<file path="src/rtl/vscale_md_issue_if.sv">
// Request/response bus between the mul/div issue stage and vscale_mul_div.
// The unit returns a single-cycle resp_valid pulse and cannot be stalled on the response side.
interface vscale_md_issue_if;
    logic        req_valid;
    logic        req_ready;
    logic        req_op;
    logic        req_out_sel;
    logic        req_in_1_signed;
    logic        req_in_2_signed;
    logic [31:0] req_in_1;
    logic [31:0] req_in_2;
    logic        resp_valid;
    logic [31:0] resp_result;

    // Request moves when req_valid & req_ready at a rising edge; req_* hold while req_valid=1.
    modport master (
        output req_valid, req_op, req_out_sel, req_in_1_signed, req_in_2_signed,
               req_in_1, req_in_2,
        input  req_ready, resp_valid, resp_result
    );

    modport slave (
        input  req_valid, req_op, req_out_sel, req_in_1_signed, req_in_2_signed,
               req_in_1, req_in_2,
        output req_ready, resp_valid, resp_result
    );
endinterface

</file>
<file path="src/rtl/vscale_md_issue.sv">
// Issues one decoded RV32M op to the mul/div unit, captures its response pulse and
// presents the result to writeback through a valid/ready hold buffer, with flush and watchdog.
module vscale_md_issue #(
    parameter int TIMEOUT_CYCLES = 64
) (
    input  logic                     clk,
    input  logic                     reset,
    input  logic                     cmd_valid,
    output logic                     cmd_ready,
    input  logic [2:0]               cmd_funct,
    input  logic [4:0]               cmd_rd,
    input  logic [31:0]              cmd_rs1,
    input  logic [31:0]              cmd_rs2,
    input  logic                     flush,
    vscale_md_issue_if.master        md,
    output logic                     wb_valid,
    input  logic                     wb_ready,
    output logic [4:0]               wb_rd,
    output logic [31:0]              wb_data,
    output logic                     busy,
    output logic                     timeout_err,
    output logic [2:0]               state_dbg
);
    localparam logic MD_OP_MUL = 1'b0;
    localparam logic MD_OP_DIV = 1'b1;
    localparam logic MD_OUT_LO = 1'b0;
    localparam logic MD_OUT_HI = 1'b1;
    localparam int   CW        = $clog2(TIMEOUT_CYCLES + 1);

    typedef enum logic [2:0] {
        S_IDLE  = 3'd0,
        S_ISSUE = 3'd1,
        S_WAIT  = 3'd2,
        S_DRAIN = 3'd3,
        S_HOLD  = 3'd4
    } state_t;

    state_t        state;
    logic [CW-1:0] wdog_cnt;
    logic [CW:0]   wdog_inc;
    logic          wdog_hit;
    logic          accept;
    logic          dec_op, dec_sel, dec_s1, dec_s2;

    always_comb begin
        dec_op  = MD_OP_MUL;
        dec_sel = MD_OUT_LO;
        dec_s1  = 1'b1;
        dec_s2  = 1'b1;
        unique case (cmd_funct)
            3'b000: begin dec_op = MD_OP_MUL; dec_sel = MD_OUT_LO; dec_s1 = 1'b1; dec_s2 = 1'b1; end
            3'b001: begin dec_op = MD_OP_MUL; dec_sel = MD_OUT_HI; dec_s1 = 1'b1; dec_s2 = 1'b1; end
            3'b010: begin dec_op = MD_OP_MUL; dec_sel = MD_OUT_HI; dec_s1 = 1'b1; dec_s2 = 1'b0; end
            3'b011: begin dec_op = MD_OP_MUL; dec_sel = MD_OUT_HI; dec_s1 = 1'b0; dec_s2 = 1'b0; end
            3'b100: begin dec_op = MD_OP_DIV; dec_sel = MD_OUT_LO; dec_s1 = 1'b1; dec_s2 = 1'b1; end
            3'b101: begin dec_op = MD_OP_DIV; dec_sel = MD_OUT_LO; dec_s1 = 1'b0; dec_s2 = 1'b0; end
            3'b110: begin dec_op = MD_OP_DIV; dec_sel = MD_OUT_HI; dec_s1 = 1'b1; dec_s2 = 1'b1; end
            3'b111: begin dec_op = MD_OP_DIV; dec_sel = MD_OUT_HI; dec_s1 = 1'b0; dec_s2 = 1'b0; end
            default: ;
        endcase
    end

    assign cmd_ready = (state == S_IDLE) && !flush;
    assign accept    = cmd_valid && cmd_ready;
    assign busy      = (state != S_IDLE);
    assign state_dbg = state;

    // The watchdog fires on the edge that would complete TIMEOUT_CYCLES cycles spent waiting.
    assign wdog_inc = {1'b0, wdog_cnt} + (CW+1)'(1);
    assign wdog_hit = (wdog_inc >= (CW+1)'(TIMEOUT_CYCLES));

    always_ff @(posedge clk or negedge reset) begin
        if (!reset) begin
            state              <= S_IDLE;
            wdog_cnt           <= '0;
            md.req_valid       <= 1'b0;
            md.req_op          <= 1'b0;
            md.req_out_sel     <= 1'b0;
            md.req_in_1_signed <= 1'b0;
            md.req_in_2_signed <= 1'b0;
            md.req_in_1        <= '0;
            md.req_in_2        <= '0;
            wb_valid           <= 1'b0;
            wb_rd              <= '0;
            wb_data            <= '0;
            timeout_err        <= 1'b0;
        end else begin
            unique case (state)
                S_IDLE: begin
                    if (accept) begin
                        md.req_op          <= dec_op;
                        md.req_out_sel     <= dec_sel;
                        md.req_in_1_signed <= dec_s1;
                        md.req_in_2_signed <= dec_s2;
                        md.req_in_1        <= cmd_rs1;
                        md.req_in_2        <= cmd_rs2;
                        wb_rd              <= cmd_rd;
                        // Writes to x0 never reach the unit; a zero result is handed back directly.
                        if (cmd_rd != 5'd0) begin
                            state        <= S_ISSUE;
                            md.req_valid <= 1'b1;
                        end else begin
                            state    <= S_HOLD;
                            wb_valid <= 1'b1;
                            wb_data  <= '0;
                        end
                    end
                end
                S_ISSUE: begin
                    if (flush) begin
                        state        <= S_IDLE;
                        md.req_valid <= 1'b0;
                    end else if (md.req_ready) begin
                        state        <= S_WAIT;
                        md.req_valid <= 1'b0;
                        wdog_cnt     <= '0;
                    end
                end
                S_WAIT: begin
                    if (md.resp_valid) begin
                        if (flush) begin
                            state <= S_IDLE;
                        end else begin
                            state    <= S_HOLD;
                            wb_valid <= 1'b1;
                            wb_data  <= md.resp_result;
                        end
                    end else if (wdog_hit) begin
                        state       <= S_IDLE;
                        timeout_err <= 1'b1;
                        wdog_cnt    <= CW'(TIMEOUT_CYCLES);
                    end else if (flush) begin
                        state    <= S_DRAIN;
                        wdog_cnt <= '0;
                    end else begin
                        wdog_cnt <= wdog_inc[CW-1:0];
                    end
                end
                S_DRAIN: begin
                    // The unit cannot abort, so the flushed op's response is swallowed here.
                    if (md.resp_valid) begin
                        state <= S_IDLE;
                    end else if (wdog_hit) begin
                        state       <= S_IDLE;
                        timeout_err <= 1'b1;
                        wdog_cnt    <= CW'(TIMEOUT_CYCLES);
                    end else begin
                        wdog_cnt <= wdog_inc[CW-1:0];
                    end
                end
                S_HOLD: begin
                    if (flush || wb_ready) begin
                        state    <= S_IDLE;
                        wb_valid <= 1'b0;
                    end
                end
                default: state <= S_IDLE;
            endcase
        end
    end
endmodule

</file>
<file path="src/flat_wrapper.sv">
// flat-port wrapper written by rule: the top's interface ports become plain ports
module vscale_md_issue_flat 
#(
    parameter int TIMEOUT_CYCLES = 64
)
  (clk, reset, cmd_valid, cmd_ready, cmd_funct, cmd_rd, cmd_rs1, cmd_rs2, flush, wb_valid, wb_ready, wb_rd, wb_data, busy, timeout_err, state_dbg, md_req_valid, md_req_op, md_req_out_sel, md_req_in_1_signed, md_req_in_2_signed, md_req_in_1, md_req_in_2, md_req_ready, md_resp_valid, md_resp_result);
  vscale_md_issue_if md_i ();
  input  logic clk;
  input  logic reset;
  input  logic cmd_valid;
  output logic cmd_ready;
  input  logic [2:0] cmd_funct;
  input  logic [4:0] cmd_rd;
  input  logic [31:0] cmd_rs1;
  input  logic [31:0] cmd_rs2;
  input  logic flush;
  output logic wb_valid;
  input  logic wb_ready;
  output logic [4:0] wb_rd;
  output logic [31:0] wb_data;
  output logic busy;
  output logic timeout_err;
  output logic [2:0] state_dbg;
  output wire logic [$bits(md_i.req_valid)-1:0] md_req_valid;
  output wire logic [$bits(md_i.req_op)-1:0] md_req_op;
  output wire logic [$bits(md_i.req_out_sel)-1:0] md_req_out_sel;
  output wire logic [$bits(md_i.req_in_1_signed)-1:0] md_req_in_1_signed;
  output wire logic [$bits(md_i.req_in_2_signed)-1:0] md_req_in_2_signed;
  output wire logic [$bits(md_i.req_in_1)-1:0] md_req_in_1;
  output wire logic [$bits(md_i.req_in_2)-1:0] md_req_in_2;
  input wire logic [$bits(md_i.req_ready)-1:0] md_req_ready;
  input wire logic [$bits(md_i.resp_valid)-1:0] md_resp_valid;
  input wire logic [$bits(md_i.resp_result)-1:0] md_resp_result;
  assign md_req_valid = md_i.req_valid;
  assign md_req_op = md_i.req_op;
  assign md_req_out_sel = md_i.req_out_sel;
  assign md_req_in_1_signed = md_i.req_in_1_signed;
  assign md_req_in_2_signed = md_i.req_in_2_signed;
  assign md_req_in_1 = md_i.req_in_1;
  assign md_req_in_2 = md_i.req_in_2;
  assign md_i.req_ready = md_req_ready;
  assign md_i.resp_valid = md_resp_valid;
  assign md_i.resp_result = md_resp_result;
  vscale_md_issue #(.TIMEOUT_CYCLES(TIMEOUT_CYCLES)) u_core (.clk(clk), .reset(reset), .cmd_valid(cmd_valid), .cmd_ready(cmd_ready), .cmd_funct(cmd_funct), .cmd_rd(cmd_rd), .cmd_rs1(cmd_rs1), .cmd_rs2(cmd_rs2), .flush(flush), .md(md_i), .wb_valid(wb_valid), .wb_ready(wb_ready), .wb_rd(wb_rd), .wb_data(wb_data), .busy(busy), .timeout_err(timeout_err), .state_dbg(state_dbg));
endmodule
</file>
<file path="config.mk">
export PLATFORM = sky130hd
export DESIGN_NAME = vscale_md_issue_flat
export DESIGN_NICKNAME = d
export VERILOG_FILES = /design/src/rtl/vscale_md_issue_if.sv /design/src/rtl/vscale_md_issue.sv /design/src/flat_wrapper.sv
export SDC_FILE = /design/constraint.sdc
export NUM_CORES = 1
export LEC_CHECK = 0
export ABC_AREA = 1
export BUFFER_PORTS_ARGS = -buffer_cell sky130_fd_sc_hd__buf_4
export CORE_AREA = 2 2 114 94
export CTS_CLUSTER_DIAMETER = 30
export DETAILED_ROUTE_END_ITERATION = 12
export DIE_AREA = 0 0 116 96
export PLACE_DENSITY_LB_ADDON = 0.25
export SLEW_MARGIN = 5
export SYNTH_ARGS = -nofsm -noshare
export SYNTH_HDL_FRONTEND = slang
export SYNTH_SLANG_ARGS = --single-unit
</file>
<file path="constraint.sdc">
create_clock -name clk -period 2.6 [get_ports clk]
set_clock_uncertainty 0.05 [all_clocks]
set_input_delay 0.39 -clock clk [delete_from_list [all_inputs] [get_ports clk]]
set_output_delay 0.39 -clock clk [all_outputs]
set_load 0.01 [all_outputs]
</file>
# Word level (Yosys, flattened, before mapping)
# Memories as Yosys holds them, arrays and structs flattened. A register that Yosys moved wholly into a read port is not among the register bits.
# Index checks and enable logic that the tools add are counted.
# word_totals
ff_bits	114
rom_bits	32
out_inout_bits	113
wordCells	86
memories	1
# mem_list
name	depth	word_bits	read_ports	rd_clocked_by_memory_dff	wr	line	text
(name not given)	8	4	1	1	0	vscale_md_issue.sv:50	unique case (cmd_funct)
# classes
add_sub_neg	1
magnitude_cmp	1
n_eq_ne	17
muxes	36
bitwise_logic	1
reduce_logical	20
# op_table
cell	n
$mux 32	4
$pmux 32 s2	1
$mux 7	7
$mux 3	11
$pmux 7 s3	1
$ne 2x2->1 const B	8
$pmux 3 s5	1
$reduce_and 5->1	3
$mux 1	9
$reduce_bool 3->1	3
$add 7x1->8 const B	1
$ge 8x7->1 const B	1
$eq 3x2->1 const B	2
$reduce_and 6->1	1
$reduce_bool 5->1	1
$ne 2x1->1 const B	2
$ne 4x3->1 const B	1
$reduce_and 4->1	1
$reduce_bool 2->1	2
$eq 3x1->1 const B	1
$eq 3x3->1 const B	1
$logic_not 3->1	1
$ne 3x2->1 const B	1
$ne 3x3->1 const B	1
other kinds (9)	11

# Longest topological paths before layout
# Gate-level depths: netlist of run 1.
# logic_depth
depth_word	5
depth_mapped	10
depth_no_buf	10

# Least setup slack after synthesis of run 1
# OpenSTA, ideal clock, no wires.
# synth_timing
path_type	register -> register
from	reg u_core.state[0], in the netlist u_core.state_dbg[0]
to	reg u_core.md.req_in_1[0] (netlist bit)
arrival_time_ns	1.429
slack_ns	1.004
stages_incl_launch_ff	9
synth_period_minus_slack_ns	1.596
cell_sequence	dfrtp_1 > nor2_2 > nand2_2 > nor3_4 > inv_2 > buf_2 > buf_2 > nand2_1 > nand2_1
# synth_between
elab_chain_cells	4
# synth_rtl
item	line	text
start: declaration	vscale_md_issue.sv:38	state_t state;
start signal: assignment	vscale_md_issue.sv:74	state <= S_IDLE;
start signal: assignment	vscale_md_issue.sv:100	state <= S_ISSUE;
start signal: assignment	vscale_md_issue.sv:103	state <= S_HOLD;
$logic_not 3->1 *	vscale_md_issue.sv:63, vscale_md_issue.sv:88	
$logic_and 1x1->1	vscale_md_issue.sv:63	assign cmd_ready = (state == S_IDLE) && !flush;
$logic_and 1x1->1	vscale_md_issue.sv:64	assign accept = cmd_valid && cmd_ready;
$reduce_and 2->1 (no line) *	-	
end signal: assignment	vscale_md_issue.sv:95	md.req_in_1 <= cmd_rs1;
end: declaration	vscale_md_issue_if.sv:18	req_in_1, req_in_2,
# Mark *: on every way between the ends. The rest lies on a longest branch, timed or not.
# A chain may end at the register's enable or synchronous reset.

# Worst setup path after layout of run 1
# layout_timing
from	reg u_core.state[2], in the netlist u_core.state_dbg[2]
to	reg u_core.wb_data[28]
# layout_between
elab_chain_cells	5
elab_cells_between_ends	11
classes_between	5 x eq/ne; 1 x mux; 5 x reduce/logical
# layout_rtl
item	line	text
$logic_not 3->1	vscale_md_issue.sv:63, vscale_md_issue.sv:88	
$logic_and 1x1->1	vscale_md_issue.sv:63	
$logic_and 1x1->1	vscale_md_issue.sv:64	
$ne 2x1->1 (no line)	-	
$reduce_and 5->1 (no line)	-	
end signal: assignment	vscale_md_issue.sv:126	wb_data <= md.resp_result;
end: declaration	vscale_md_issue.sv:19	output logic [31:0] wb_data,
# Several ways; a longest one is shown, not always the timed one.

==> flow_summary_export.csv, run 1 <==
group,metric,value,unit
hold_path,holdPathStages,3,
synthesis,ys_top_cells_by_count,"305 x nand2_1, 118 x dfrtp_1, 45 x nand3_1",
synthesis,yosys.area_share.simple,31.30,%
clock_network,clk_pin_slew,0.06,ns
outcome,outcome,"finished, final reports clean",
die,fp-row-count,33,
hold_path,hold_start,"cmd_rs2[19]",
power,power_frac_seq,35.8,%
synthesis,synth_edf_count,0,
timing,setup_violations,0,
run,cap_viol_max_count,0,
timing,max_slew_margin,45.28,%
layout,final_nets,900,
place,dpl.hpwl,9425,um
route,antenna_left,0,
die,initial_utilization,48.52,%
synthesis,synth_top_family_by_area,"simple AND/OR/NAND/NOR gates",
synthesis,netlist_top_cells_area,"dfrtp_1 61%, nand2_1 24%, nand3_1 4.6%",
critical_path,crit_family,"simple AND/OR/NAND/NOR gates",
synthesis,syn_avg_cell_area,8.596,um2
critical_path,path_common_cell,"nand2_1",
critical_path,timing.rr.end,"u_core.wb_data[28]",
place,place_inst,908,
synthesis,syn_nets,676,
critical_path,r2r_slack,0.57,ns
layout,final-seq-area,0.002953,mm2
route,dr.first_iter.drc_count,261,
clock_network,cts.sinks,118,
die,dieArea,0.01114,mm2
hold_path,whs_endpoint,"u_core.md.req_in_2[19]",
synthesis,synth_compound_area_share,2.581,%
synthesis,async_reset_ff_share,100.0,%
die,core_area,0.009992,mm2
global_route,track_usage,24.26,%
layout,multi_input_comb_area,0.001690,mm2
global_route,grt_pass1_vias,4366,
global_route,grt_pass1_wl,20760,um
synthesis,yosys_warnings,0,
timing,rsz0062_at_grt,"no",
critical_path,worstSetupPathType,"reg -> reg",
critical_path,crit_path_start,"u_core.state_dbg[2]",
synthesis,synth.most_common_cell,"nand2_1",
global_route,grt_overflow,0,
timing,tns,0,ns
power,power.density,1217,mW/mm2
critical_path,worstRegToRegCells,8,
clock_network,cts_tree,"built",
power,ir_drop,0.0006924,V
power,p_leak,4.110,nW
clock_network,clk_path_buf_depth,2,
synthesis,synth_area,0.004848,mm2
route,drt_wl_total,13260,um
clock_network,htree_levels,4,
synthesis,synth_top_area_share,60.90,%
place,place.gp.congestion,0.8448,
synthesis,seq_area_frac_synth,60.90,%
global_route,grt_max_degree,69,
power,clkPwrFrac,26.5,%
power,power.switching,3.085,mW
timing,fin_crit_sh,77.98,%
clock_network,worstSkewPairLatency,0.41,ns
synthesis,yosys-mux-area-fraction,0,%
critical_path,reg2reg_from,"u_core.state_dbg[2]",
place,numPortBuffers,223,
synthesis,yosys.area.top_type,"dfrtp_1",
clock_network,numCtsBuffers,17,
power,intPower,5.728,mW
layout,insertedDiodeCount,0,
critical_path,cp-start-kind,"flip-flop",
critical_path,path_cells,"inv_2, nand2_1, nor2_2, inv_1, nor2_4, buf_4, nand3_1, nand2_1",
power,p_sw_share,35.01,%
route,dr.pass1.iters,4,
clock_network,post_cts_buffers,0,
synthesis,synthCells,564,
layout,area_growth,49.42,%
die,io_pins,224,
route,route.detailed.drc,0,
synthesis,ys_ff_latch,118,
timing,tightest_slew,0.8197,ns
layout,layout.cells.non_filler,941,
hold_path,hold_path.class,"in -> reg",
critical_path,cp_slowest_cell,"nor2_4",
die,die_x,116,um
route,wire_per_inst,14.09,um
synthesis,synth_adder_area_share,0.2581,%
timing,min_period,2.027,ns
power,combPwrFrac,37.6,%
timing,slew_viol_final,0,
critical_path,slowest_delay,0.48,ns
route,via_per_inst,4.841,
global_route,antenna_found_initial,0,
timing,fmax,493.2,MHz
layout,fillers,776,
critical_path,required,2.89,ns
synthesis,ys_types,31,
critical_path,endpoint_kind,"flip-flop",
clock_network,cts-root-buf,"clkbuf_16",
synthesis,synth_ff_type,"dfrtp_1",
layout,layout-drive-gt1-share,34.08,%
route,vias,4555,
critical_path,worstPathBufferInverterCount,3,
critical_path,cp.arrival,2.32,ns
synthesis,synth-xor-area-share,0.7226,%
die,die_y,96,um
timing,hold_violations,0,
critical_path,critical_path.max_fanout,25,
[what timing repair did]
action,4_1_cts,5_1_grt
hold endpoints to repair,29,0
resized for setup,0,0
hold buffers,1,0
[worst reg2reg max path, delay by kind of cell, from the launching register on]
kind / cells / cell delay [ns]
buffers and inverters: 3 / 0.51
DFF: 1 / 0.45
and+or+nand+nor: 5 / 0.95
[logic make-up (layout without fill, tap and decap cells)]
logic type,Yosys count,after routing
AOI/OAI and AO/OA,20,20
xor gates and xnor gates,4,4
adders and majority gates,1,1
buffers and inverters,47,284
DFF,118,118
and+or+nand+nor,374,374
[state kept, by name, indices dropped and copies added, names as in the netlist]
register / cells
u_core.md.req_in_2: 32
u_core.md.req_op: 1
u_core.state_dbg: 3
u_core.md.req_in_2_signed: 1
u_core.md.req_out_sel: 1
u_core.md.req_in_1: 32
u_core.wb_valid: 1
u_core.wb_rd: 5
u_core.timeout_err: 1
u_core.md.req_valid: 1
u_core.md.req_in_1_signed: 1
u_core.wdog_cnt: 7
u_core.wb_data: 32
[power groups by stage]
stage / combinational [mW] / sequential [mW] / clock, mW
floorplan: 1.17 / 3.50 / 0
global placement: 3.25 / 3.14 / 0
detailed placement: 3.36 / 3.17 / 0
CTS: 3.37 / 3.16 / 2.38
global route: 3.69 / 3.25 / 2.46
finish: 3.32 / 3.16 / 2.34
[worst max-delay path by stage]
stage                            endpoint  slack [ns]  cells past startpoint
floorplan           u_core.md.req_in_1[0]        1.00                      8
global placement       u_core.wb_data[26]        0.68                      8
detailed placement  u_core.md.req_in_1[0]        0.57                      7
CTS                 u_core.md.req_in_1[0]        0.56                      7
global route           u_core.wb_data[22]        0.34                      8
finish                 u_core.wb_data[28]        0.57                      8
[metal layers]
metal | vias up | global-route usage [%] | part of all wire [%]
met4 | 0 | 9.226 | 1.7
met2 | 191 | 41.28 | 50
met1 | 2145 | 29.65 | 40
met5 | - | 0 | 0
li1 | 2198 | - | -
met3 | 21 | 6.801 | 8.3
[stage by stage]
step / setup WS (ns) / cell area [um2] / hold WS, ns / utilization, % / power [mW]
2_1_floorplan: 1.004 / 4848 / 0.04441 / - / 4.669
3_3_place_gp: 0.6773 / 6636 / 0.2870 / 66.42 / 6.390
3_5_place_dp: 0.5743 / 6636 / 0.2932 / 66.42 / 6.522
4_1_cts: 0.5597 / 7244 / 0.1161 / 72.50 / 8.898
5_1_grt: 0.3414 / 7244 / 0.1194 / 72.50 / 9.406
6_report: 0.5725 / 7244 / 0.1352 / 72.50 / 8.813
[layout by cell type (no fill, tap or decap), types with 2 or more instances in the layout]
| master | n |
|---|---|
| nor3_4 | 2 |
| dfrtp_1 | 118 |
| buf_4 | 229 |
| nor2_1 | 10 |
| nor2_2 | 2 |
| nand3_1 | 45 |
| o21ai_0 | 7 |
| a21oi_1 | 6 |
| inv_2 | 2 |
| inv_1 | 18 |
| bufinv_16 | 3 |
| clkinv_2 | 6 |
| clkbuf_16 | 17 |
| nor3_1 | 5 |
| nand2_1 | 305 |
| xor2_1 | 3 |
| clkinvlp_4 | 4 |
[cell type report]
cell class | instances | share of cell area [%]
clock buffer | 18 | 6.062
inverter | 21 | 1.088
sequential | 118 | 40.76
multi-input combinational | 399 | 23.33
timing repair buffer | 231 | 24.15
tap | 140 | 2.418
clock inverter | 14 | 2.193
(Power assumes the default switching activity.)
==> inputs of run 2 (changes only) <==
ABC_AREA = 0   (was 1)
CORE_AREA = 2 2 117 96   (was 2 2 114 94)
DIE_AREA = 0 0 119 98   (was 0 0 116 96)
clock period = 2 ns   (was 2.6 ns; I/O delays follow)
==> flow_summary_export.csv, run 2 <==
group,metric,value,unit
die,initial_utilization,44.73,%
layout,final_common_cell,"buf_4",
timing,tns,0,ns
critical_path,slowest_delay,0.41,ns
power,power.density,1601,mW/mm2
synthesis,ys_top_cells_by_count,"118 x dfrtp_1, 72 x mux2_2, 32 x a22o_1",
synthesis,synth_area,0.004738,mm2
place,place_inst,683,
critical_path,critical_path.max_fanout,9,
power,p_sw_share,30.44,%
route,route.detailed.drc,0,
synthesis,async_reset_ff_share,100.0,%
global_route,grt_pass1_vias,3759,
global_route,grt_max_degree,77,
critical_path,reg2reg_from,"u_core.wdog_cnt[0]",
clock_network,clk_path_buf_depth,2,
route,vias,3612,
hold_path,hold_path.class,"in -> reg",
power,power.switching,3.478,mW
timing,rsz0062_at_grt,"no",
layout,final_nets,671,
place,dp_slack,0.02806,ns
timing,hold_violations,0,
critical_path,cp-start-kind,"flip-flop",
place,place.gp.congestion,0.7799,
layout,largestRegisters,"u_core.md.req_in_1 (32), u_core.md.req_in_2 (32), u_core.wb_data (32)",
die,fp-row-count,34,
synthesis,yosys.area.top_type,"dfrtp_1",
die,die_y,98,um
synthesis,netlist_top_cells_area,"dfrtp_1 62%, mux2_2 17%, a22o_1 5.9%",
timing,hold_slack,0.06078,ns
synthesis,syn_nets,438,
global_route,track_usage,20.21,%
route,dr.pass1.iters,4,
clock_network,cts_tree,"built",
clock_network,numCtsBuffers,17,
synthesis,ys_types,45,
route,via_per_inst,5.045,
route,drt_wl_total,11440,um
layout,final_cell_mix,"228 x buf_4, 118 x dfrtp_1, 72 x mux2_2, 32 x a22o_1",
critical_path,r2r_slack,0.27,ns
clock_network,worstSkewPairLatency,0.40,ns
layout,layout.cells.non_filler,716,
synthesis,syn_avg_cell_area,14.53,um2
timing,fmax,579.2,MHz
timing,setup_violations,0,
timing,fin_crit_sh,86.33,%
synthesis,ys_ff_latch,118,
global_route,antenna_found_initial,0,
clock_network,cts-root-buf,"clkbuf_16",
critical_path,cp.arrival,2.01,ns
global_route,grt_overflow,0,
synthesis,synthCells,326,
power,intPower,7.947,mW
outcome,outcome,"finished, final reports clean",
hold_path,hold_start,"md_resp_result[13]",
critical_path,endpoint_kind,"flip-flop",
synthesis,yosys_warnings,0,
synthesis,seq_area_frac_synth,62.32,%
timing,tightest_slew,0.5898,ns
clock_network,htree_levels,4,
clock_network,post_cts_buffers,0,
timing,max_slew_margin,60.60,%
power,clkPwrFrac,25.1,%
synthesis,synth_top_area_share,62.32,%
place,numPortBuffers,223,
route,dr.first_iter.drc_count,161,
die,core_area,0.01059,mm2
timing,timing.final.ws_setup,0.2735,ns
hold_path,holdPathStages,2,
critical_path,timing.rr.end,"u_core.wdog_cnt[3]",
route,wire_per_inst,15.98,um
global_route,grt_pass1_wl,18440,um
power,p_leak,3.498,nW
layout,area_growth,50.62,%
critical_path,required,2.29,ns
route,antenna_left,0,
power,p_total,11.43,mW
place,dpl.hpwl,8229,um
layout,layout-drive-gt1-share,61.01,%
clock_network,clk_pin_slew,0.05,ns
clock_network,cts.sinks,118,
timing,slew_viol_final,0,
critical_path,worstRegToRegCells,6,
synthesis,synth_ff_type,"dfrtp_1",
critical_path,cp_slowest_cell,"dfrtp_1",
power,ir_drop,0.0009471,V
power,power_frac_seq,36.4,%
die,die_x,119,um
critical_path,path_cells,"ha_1, and3_2, nand3_2, mux2_4, nor3_2, a211o_1",
critical_path,worstSetupPathType,"reg -> reg",
hold_path,whs_endpoint,"u_core.wb_data[13]",
layout,insertedDiodeCount,0,
layout,fillers,779,
power,combPwrFrac,38.5,%
die,io_pins,224,
run,cap_viol_max_count,0,
synthesis,synth.most_common_cell,"dfrtp_1",
timing,min_period,1.727,ns
die,dieArea,0.01166,mm2
synthesis,synth_edf_count,0,
-- run 2: cell types whose count changed after synthesis, sizes merged, moves of 4 or more --
| cell | previous run | this run |
|---|---|---|
| a22o | 0 | 32 |
| mux2 | 0 | 73 |
| clkbuf | 10 | 0 |
| nor2 | 13 | 8 |
| inv | 20 | 4 |
| nand3 | 45 | 6 |
| nand2 | 306 | 18 |
| nor3 | 8 | 4 |
-- run 2: layout make-up --
class / count / area [um2] / area share [%]
clock buffers: 22 / 454.2 / 6.364
clock inverters: 10 / 105.1 / 1.473
inverters: 4 / 15.01 / 0.2104
multi-input cells: 186 / 1648 / 23.09
flip-flops and latches: 118 / 2953 / 41.37
well taps: 144 / 180.2 / 2.525
repair buffers: 232 / 1782 / 24.96
-- run 2: cells by family (layout without fill, tap and decap cells) --
logic type	after synthesis	in the layout	synth area share [%]
xor+xnor	1	1	0.1849
flops	118	118	62.32
simple gates	51	51	6.866
mux	73	73	17.43
fa+ha+maj	1	1	0.2640
compound gates	60	60	9.797
buf+inv	22	268	3.142
-- run 2: layer usage --
metal	routed length [um]	global-route usage (%)	part of all wire (%)	vias to the layer above
met1	4690	24.91	41	1774
met4	220	7.967	1.9	0
met2	5399	31.61	47	171
met5	0	0	0	-
li1	-	-	-	1649
met3	1131	8.703	9.9	18
-- run 2: critical path, delay by kind of cell (launching register included) --
family / cells / cell delay (ns)
flops: 1 / 0.41
simple gates: 3 / 0.48
fa+ha+maj: 1 / 0.24
mux: 1 / 0.37
compound gates: 1 / 0.11
-- run 2: how the worst max path moves through the flow --
stage               slack, ns                  to  depth (start not counted)                start
floorplan                0.37  u_core.wb_data[12]                          7  u_core.state_dbg[1]
global placement         0.09  u_core.wb_data[25]                          6            cmd_rd[1]
detailed placement       0.03  u_core.wb_data[30]                          6            cmd_rd[1]
CTS                      0.11   u_core.wb_data[2]                          5  u_core.state_dbg[2]
global route             0.14           cmd_ready                          4  u_core.state_dbg[2]
finish                   0.27  u_core.wdog_cnt[3]                          6   u_core.wdog_cnt[0]
-- run 2: power groups by stage --
stage / logic, mW / registers [mW] / clock network [mW]
3_5_place_dp: 4.43 / 4.19 / 0
2_1_floorplan: 1.60 / 4.64 / 0
6_report: 4.40 / 4.16 / 2.87
4_1_cts: 4.45 / 4.17 / 2.94
3_3_place_gp: 4.33 / 4.15 / 0
5_1_grt: 4.71 / 4.32 / 3.05
-- run 2: metrics by stage --
step                area [um2]  utilization [%]
floorplan                 4738                -
global placement          6563            61.95
detailed placement        6563            61.95
CTS                       7132            67.33
global route              7137            67.38
finish                    7137            67.38
-- run 2: timing repair --
action	CTS	global route
gates resized for setup	0	1
hold endpoints to repair	20	0
hold buffers	1	0
setup endpoints to repair	0	31
